File: config.mk
export PLATFORM = sky130hd
export DESIGN_NAME = mem_arb
export DESIGN_NICKNAME = d
export VERILOG_FILES = /design/src/rtl/mem_pkg.sv /design/src/rtl/rr_pick.sv /design/src/rtl/mem_arb.sv
export SDC_FILE = /design/constraint.sdc
export NUM_CORES = 1
export LEC_CHECK = 0
export ABC_CLOCK_PERIOD_IN_PS = 4700
export BUFFER_PORTS_ARGS = -buffer_cell sky130_fd_sc_hd__buf_2
export CAP_MARGIN = 20
export CORE_MARGIN = 5
export CORE_UTILIZATION = 40
export DETAILED_ROUTE_END_ITERATION = 16
export PLACE_DENSITY = 0.85
export SLEW_MARGIN = 20
export SYNTH_ARGS = -nofsm -noshare
export SYNTH_HDL_FRONTEND = slang
export SYNTH_SLANG_ARGS = --single-unit
File: constraint.sdc
create_clock -name clk -period 4.7 [get_ports clk]
set_clock_uncertainty 0.05 [all_clocks]
set_input_delay 0.47 -clock clk [delete_from_list [all_inputs] [get_ports clk]]
set_output_delay 0.47 -clock clk [all_outputs]
set_load 0.01 [all_outputs]
File: src/rtl/mem_pkg.sv
// Shared definitions for the byte-wide memory subsystem: arbiter states,
// port widths and requester indices.
package mem_pkg;

  typedef enum logic [0:0] {
    IDLE = 1'b0,
    BUSY = 1'b1
  } arb_st_e;

  localparam int ASZ = 17;
  localparam int DSZ = 8;

  localparam int REQ_XU   = 0;
  localparam int REQ_DS   = 1;
  localparam int REQ_HOST = 2;

endpackage

File: src/rtl/rr_pick.sv
// Combinational round-robin pick: first requester after ptr (modulo N) that is
// requesting and not excluded.
module rr_pick #(
  parameter int N  = 3,
  parameter int PW = 2
) (
  input  logic [N-1:0]  req,
  input  logic [PW-1:0] ptr,
  input  logic [N-1:0]  excl,
  output logic [N-1:0]  win,
  output logic          vld
);

  logic [N-1:0] cand;

  always_comb begin
    // NOTE: every output of a combinational block gets a default first so no latch is inferred.
    cand = req & ~excl;
    win  = '0;
    vld  = 1'b0;
    for (int i = 1; i <= N; i++) begin
      if (!vld && cand[(int'(ptr) + i) % N]) begin
        win[(int'(ptr) + i) % N] = 1'b1;
        vld                      = 1'b1;
      end
    end
  end

endmodule

File: src/rtl/mem_arb.sv
// Round-robin arbiter/sequencer sharing one byte-wide registered-read memory
// port between NREQ requesters, with locked bursts capped at MAXB transfers.
module mem_arb #(
  parameter int NREQ = 3,
  parameter int ASZ  = mem_pkg::ASZ,
  parameter int DSZ  = mem_pkg::DSZ,
  parameter int MAXB = 8
) (
  input  logic                clk,
  input  logic                rst,
  input  logic [NREQ-1:0]     req,
  input  logic [NREQ-1:0]     lock,
  input  logic [NREQ-1:0]     we,
  input  logic [NREQ*ASZ-1:0] ai,
  input  logic [NREQ*DSZ-1:0] vi,
  output logic [NREQ-1:0]     gnt,
  output logic [NREQ-1:0]     rvld,
  output logic [DSZ-1:0]      vo,
  output logic                m_we,
  output logic [ASZ-1:0]      m_ai,
  output logic [DSZ-1:0]      m_vi,
  input  logic [DSZ-1:0]      m_vo
);
  import mem_pkg::*;

  localparam int OW = (NREQ > 1) ? $clog2(NREQ) : 1;
  localparam int BW = $clog2(MAXB);

  arb_st_e         st, st_n;
  logic [OW-1:0]   owner, owner_n, ptr, ptr_n, pick_idx;
  logic [BW-1:0]   bc, bc_n;
  logic [NREQ-1:0] rvld_q, rvld_n;
  logic [NREQ-1:0] own_oh, excl, pick_win;
  logic            pick_vld, busy, xfer;

  assign busy = (st == BUSY);
  assign xfer = busy && req[owner];

  always_comb begin
    own_oh        = '0;
    own_oh[owner] = 1'b1;
  end

  // While busy the owner is excluded, so one picker serves both the idle
  // pick and the back-to-back release pick (ptr equals owner while busy).
  assign excl = busy ? own_oh : '0;

  rr_pick #(.N(NREQ), .PW(OW)) u_pick (
    .req  (req),
    .ptr  (ptr),
    .excl (excl),
    .win  (pick_win),
    .vld  (pick_vld)
  );

  always_comb begin
    pick_idx = '0;
    for (int i = 0; i < NREQ; i++) begin
      if (pick_win[i]) pick_idx = OW'(i);
    end
  end

  // Port outputs derive from the async-reset state, so reset silences them at once.
  assign gnt  = busy ? own_oh : '0;
  assign m_we = xfer && we[owner];
  assign m_ai = busy ? ai[int'(owner)*ASZ +: ASZ] : '0;
  assign m_vi = busy ? vi[int'(owner)*DSZ +: DSZ] : '0;
  assign rvld = rvld_q;
  assign vo   = m_vo;

  always_comb begin
    st_n    = st;
    owner_n = owner;
    ptr_n   = ptr;
    bc_n    = bc;
    rvld_n  = '0;
    case (st)
      IDLE: begin
        if (pick_vld) begin
          st_n    = BUSY;
          owner_n = pick_idx;
          ptr_n   = pick_idx;
          bc_n    = '0;
        end
      end
      BUSY: begin
        if (xfer) begin
          bc_n = bc + 1'b1;
          if (!we[owner]) rvld_n = own_oh;
        end
        if (!xfer || !lock[owner] || bc == BW'(MAXB - 1)) begin
          bc_n = '0;
          if (pick_vld) begin
            owner_n = pick_idx;
            ptr_n   = pick_idx;
          end else begin
            st_n = IDLE;
          end
        end
      end
      default: st_n = IDLE;
    endcase
  end

  always_ff @(posedge clk or negedge rst) begin
    if (!rst) begin
      st     <= IDLE;
      owner  <= '0;
      ptr    <= OW'(NREQ - 1);
      bc     <= '0;
      rvld_q <= '0;
    end else begin
      // NOTE: sequential state uses non-blocking assignments so all registers update together.
      st     <= st_n;
      owner  <= owner_n;
      ptr    <= ptr_n;
      bc     <= bc_n;
      rvld_q <= rvld_n;
    end
  end

endmodule

# --- Word-level counts from Yosys, hierarchy flattened ---
# Index checks and enable logic that the tools add are counted.
word_totals:
  reg_bits: 11
  input_bits: 94
  output_inout_bits: 40
  wordCells: 97
op_classes:
  n_addsub: 4
  n_mul: 1
  div: 3
  magnitude_cmp: 8
  eq_ne: 4
  shift: 2
  n_mux: 50
  bitwise: 5
  n_reduce_logical: 15
op_table:
  columns: ["cell", "count"]
  rows:
  - ["$ge A32 B1 Y1 const B", 3]
  - ["$lt A32 B4 Y1 const B", 3]
  - ["$mod A32 B3 Y32 const B", 3]
  - ["$shiftx A51 B8 Y17", 1]
  - ["$mux W3", 10]
  - ["$shiftx A24 B6 Y8", 1]
  - ["$mux W1", 19]
  - ["$mux W17", 1]
  - ["$bmux W1 S2", 6]
  - ["$mux W2", 5]
  - ["$demux W1 S2", 4]
  - ["$logic_and A1 B1 Y1", 8]
  - ["$mux W8", 1]
  - ["$pmux W2 S2", 2]
  - ["$mul A2 B5 Y7 const B", 1]
  - ["$add A2 B2 Y3 const B", 2]
  - ["$or A3 B3 Y3", 2]
  - ["$pmux W3 S2", 1]
  - ["$logic_not A1 Y1", 4]
  - ["$add A2 B1 Y3 const B", 1]
  - ["$add A3 B1 Y3 const B", 1]
  - ["$and A3 B3 Y3", 1]
  - ["$eq A3 B3 Y1 const B", 1]
  - ["$lt A2 B3 Y1 const B", 1]
  - ["9 further kinds", 10]

# --- Longest topological paths before layout ---
logic_depth:
  ltp_word: 22
  ltp_mapped: 10
  depth_no_buf: 8

# --- Cells and area by module ---
# From an unflattened synthesis, not the netlist that was laid out.
hier_totals:
  cells_unflattened: 205
  area_unflattened_um2: 1507.7
modules_own_cells:
  columns: ["mod", "instances", "cells_each", "area_per_inst_um2", "seq_area_each_um2"]
  rows:
  - ["mem_arb", 1, 166, 1199.9, 251.5]
  - ["rr_pick", 1, 39, 307.8, 0.0]

# --- Least setup slack after synthesis ---
# No wires, ideal clock.
synth_timing:
  path_type: "reg-to-reg"
  startpoint: "reg ptr[0]"
  endpoint: "reg owner[1]"
  setup_ns: 0.118
  arrival_ns: 2.361
  required_ns: 4.532
  path_slack_ns: 2.171
  path_stages_with_launch: 10
  path_buffers: 2
  period_less_slack_ns: 2.529
  cell_sequence: "dfrtp_1 clkbuf_1 clkbuf_1 inv_2 ha_1 nand4b_1 o211ai_4 or4_4 a21oi_1 nor2_1"
synth_via:
  elab_chain_cells: 16
  elab_cells_between_ends: 46
  classes_between: "add/sub (3); div (3); order compare (6); mux (25); bitwise (2); reduce/logical (7)"
synth_rtl:
  columns: ["item", "line", "source"]
  rows:
  - ["from (decl)", "mem_arb.sv:30", "logic [OW-1:0] owner, owner_n, ptr, ptr_n, pick_idx;"]
  - ["from (signal assigned)", "mem_arb.sv:109", "ptr <= OW'(NREQ - 1);"]
  - ["from (signal assigned)", "mem_arb.sv:116", "ptr <= ptr_n;"]
  - ["parallel branches: the longest is 13 deep, another holds $mod A32 B3 Y32", null, null]
  - ["$mux W2 *", "mem_arb.sv:79, mem_arb.sv:93", null]
  - ["$mux W2", "mem_arb.sv:91", "if (!xfer || !lock[owner] || bc == BW'(MAXB - 1)) begin"]
  - ["$pmux W2 S2 *", "mem_arb.sv:77", "case (st)"]
  - ["to (signal assigned)", "mem_arb.sv:115", "owner <= owner_n;"]
  - ["to (decl)", "mem_arb.sv:30", null]
# Every way passes the cells marked *. The select of a mux whose other input is x is not followed.
# A chain may end at the register's enable or synchronous reset.

# --- Worst setup path in the final report ---
layout_timing:
  startpoint: "reg owner[1]"
  endpoint: "out m_vi[6]"
layout_via:
  elab_chain_cells: 2
layout_rtl:
  columns: ["item", "line", "source"]
  rows:
  - ["$shiftx A24 B6 Y8", "mem_arb.sv:67", "assign m_vi = busy ? vi[int'(owner)*DSZ +: DSZ] : '0;"]
  - ["$mux W8", "mem_arb.sv:67", null]
  - ["to (decl)", "mem_arb.sv:21", "output logic [DSZ-1:0] m_vi,"]
# Every way passes these cells.

==> results.py <==
metrics = {
    "outcome": {
        "status": "finished, final reports clean",
    },
    "clock_network": {
        "clkLatencyLatePin_ns": 0.24,
        "path_clk_slew_ns": 0.05,
        "cts_buffer_depth": 2,
        "cts.sinks": 10,
        "cts_buffers": 3,
        "cts_tree": "yes",
        "cts-hold-fix-buffers": 0,
        "cts_resized": 0,
        "htreeDepth": 1,
        "clockRootBuffer": "clkbuf_8",
        "cts_setup_buffers": 0,
    },
    "logic_synthesis": {
        "syn_nets": 296,
        "synth_cells": 196,
        "avgSynthCellArea_um2": 7.565,
        "synth_cell_type_count": 38,
        "ys_warn_count": 0,
        "netlist_area_um2": 1483,
        "ys_seq_area_share_pct": 16.96,
        "yosysTopAreaCell": "mux2i_1",
        "synth-seq-cells": 10,
        "synth-async-reset-ratio_pct": 100.0,
        "synth_edf_count": 0,
        "ys.flop_type": "dfrtp_1",
        "synth_area_leaders": "mux2i_1, dfrtp_1, and2_1, o21ai_0, nand2_1",
        "synth_top_cell_area_share_pct": 19.58,
    },
    "setup_path": {
        "rrSetupSlack_ns": 1.96,
        "cp.required_ns": 4.18,
        "worst_setup_path_end_kind": "primary output",
        "critPathLaunchType": "flop",
        "worstSetupPathType": "flop to primary output",
        "cp_max_fo": 21,
        "r2r_cells": 7,
        "crit_arrival_ns": 2.43,
    },
    "placement": {
        "portBuffers": 117,
        "dp_hpwl_um": 3844,
        "place.gp.congestion": 0.9590,
    },
    "global_routing": {
        "grt_util_met2_pct": 33.57,
        "use_met3_pct": 6.108,
        "grt_pass1_wl_um": 7431,
        "grt-ovfl-total": 0,
        "use_met1_pct": 18.56,
        "grt_pass1_vias": 1715,
        "gr-usage-all-layers_pct": 17.91,
        "busiest_layer": "met2",
        "grt_antenna_before_repair": 0,
        "grt_max_degree": 37,
    },
    "drt": {
        "dr.pass1.iters": 4,
        "first_iter_violations": 119,
        "totalWireLength_um": 4627,
        "wl_per_cell_um": 13.37,
        "avgViaCountPerCell": 5.040,
        "vias": 1744,
        "drc_errors": 0,
        "detail-route-antenna-nets": 0,
    },
    "sta": {
        "worstMarginPinSlew_ns": 0.9484,
        "setup_viol": 0,
        "final.min_clock_period_ns": 2.954,
        "slew_headroom_pct": 36.77,
        "setup_tns_ns": 0,
        "max_freq_mhz": 338.6,
        "hold_viol_final": 0,
        "rsz0062_at_grt": "no",
        "maxSlewViolCount": 0,
        "period_share_pct": 62.84,
    },
    "worst_hold_path": {
        "min_path_type": "primary input to asynchronous set/reset pin",
    },
    "die": {
        "die_y_um": 70.88,
        "floorplan.initialDensity_pct": 40.81,
        "dieArea_um2": 5024,
        "die_x_um": 70.88,
        "core_area_um2": 3633,
        "rows": 22,
        "io_pins": 134,
    },
    "cells_and_area": {
        "nNetsFinal": 399,
        "num_antenna_cells": 0,
        "syn_to_final_growth_pct": 40.17,
        "fin_util_pct": 57.20,
        "fillers": 329,
        "drive_gt1_share_pct": 44.30,
    },
    "pwr": {
        "p_leak_uw": 0.001143,
        "ir_drop_mv": 0.2223,
        "powerDensity_nw_per_um2": 562.1,
    },
    "run": {
        "cap_violations": 0,
    },
}
==> sequential cells by signal (all words and copies together) (netlist names) <==
name,cells
owner,1
rvld,3
ptr,2
bc,3
busy,1
==> power by group <==
part / leakage [uW] / total, uW / switching (uW) / internal [uW]
combinational: 0.000986 / 848 / 423 / 426
sequential: 0.000129 / 212 / 94.1 / 117
clock: 0.0000288 / 108 / 34.5 / 73.7
==> critical path, cell delays in order, from the launching register on <==
cell,delay (ns)
dfrtp_1,0.96
buf_4,0.39
nor2b_2,0.13
buf_4,0.22
nand2_1,0.08
o21ai_0,0.07
and2_1,0.20
buf_2,0.14
==> synthesized netlist by cell type (2+ instances only) <==
| library cell | count |
|---|---|
| nand2_1 | 30 |
| mux2i_1 | 29 |
| and2_1 | 25 |
| o21ai_0 | 25 |
| dfrtp_1 | 9 |
| buf_4 | 8 |
| nor2_1 | 7 |
| a21oi_1 | 6 |
| ha_1 | 6 |
| inv_1 | 6 |
| buf_2 | 5 |
| clkbuf_1 | 5 |
| a22o_1 | 3 |
| buf_1 | 2 |
| nand3_1 | 2 |
| nand3b_1 | 2 |
| nand4_1 | 2 |
| nand4b_1 | 2 |
| nor3b_1 | 2 |
| or3_1 | 2 |
==> worst paths after layout <==
kind,from,to
hold reg to reg,bc[1],bc[1]
hold / removal,rst,owner[1]
setup reg to reg,ptr[0],owner[1]
min in group clk,we[1],rvld[1]
max in group asynchronous,rst,ptr[1]
setup / recovery,owner[1],m_vi[6]
==> final cells by class <==
type / instances / area, um^2 / share of cell area, %
inverter: 7 / 26.28 / 1.264
clock buffer: 4 / 55.05 / 2.649
timing repair buffer: 119 / 600.6 / 28.90
tap: 48 / 60.06 / 2.890
sequential: 10 / 251.5 / 12.10
multi-input combinational: 158 / 1085 / 52.20
==> layer usage <==
| metal | wire length [um] | share of wire (%) |
|---|---|---|
| met4 | 60 | 1.3 |
| met5 | 0 | 0 |
| met3 | 488 | 11 |
| met2 | 2441 | 53 |
| met1 | 1637 | 35 |
==> stage by stage <==
stage / setup WS (ns) / power, uW / hold WS (ns) / cell area, um^2 / std cells
2_1_floorplan: 2.171 / 821.4 / 0.1244 / 1483 / 196
3_3_place_gp: 2.047 / 1051 / 0.2858 / 2023 / 342
3_5_place_dp: 1.987 / 1065 / 0.2956 / 2023 / 342
4_1_cts: 1.726 / 1182 / 0.03478 / 2078 / 346
5_1_grt: 1.542 / 1280 / 0.04143 / 2078 / 346
6_report: 1.746 / 1168 / 0.03169 / 2078 / 346
==> cells by family (layout without fill, tap and decap cells) <==
kind of cell	Yosys count	count (layout)	share of synthesized area, %
AO/OA/AOI/OAI	40	40	16.71
adder cells (fa/ha/maj)	6	6	5.063
buffers and inverters	28	130	10.04
flip-flops	10	10	16.96
multiplexers	30	30	20.34
AND/OR/NAND/NOR	82	82	30.89
==> layout by cell type, fill, tap and decap left out, types with 3 or more instances in the layout <==
cell type and instances:
a21oi_1 6, a22o_1 3, and2_1 25, buf_2 117
clkbuf_8 4, dfrtp_1 9, ha_1 6, inv_1 6
mux2i_1 29, nand2_1 30, nor2_1 7, o21ai_0 25
Note: power is estimated with default switching activity, not from simulation.
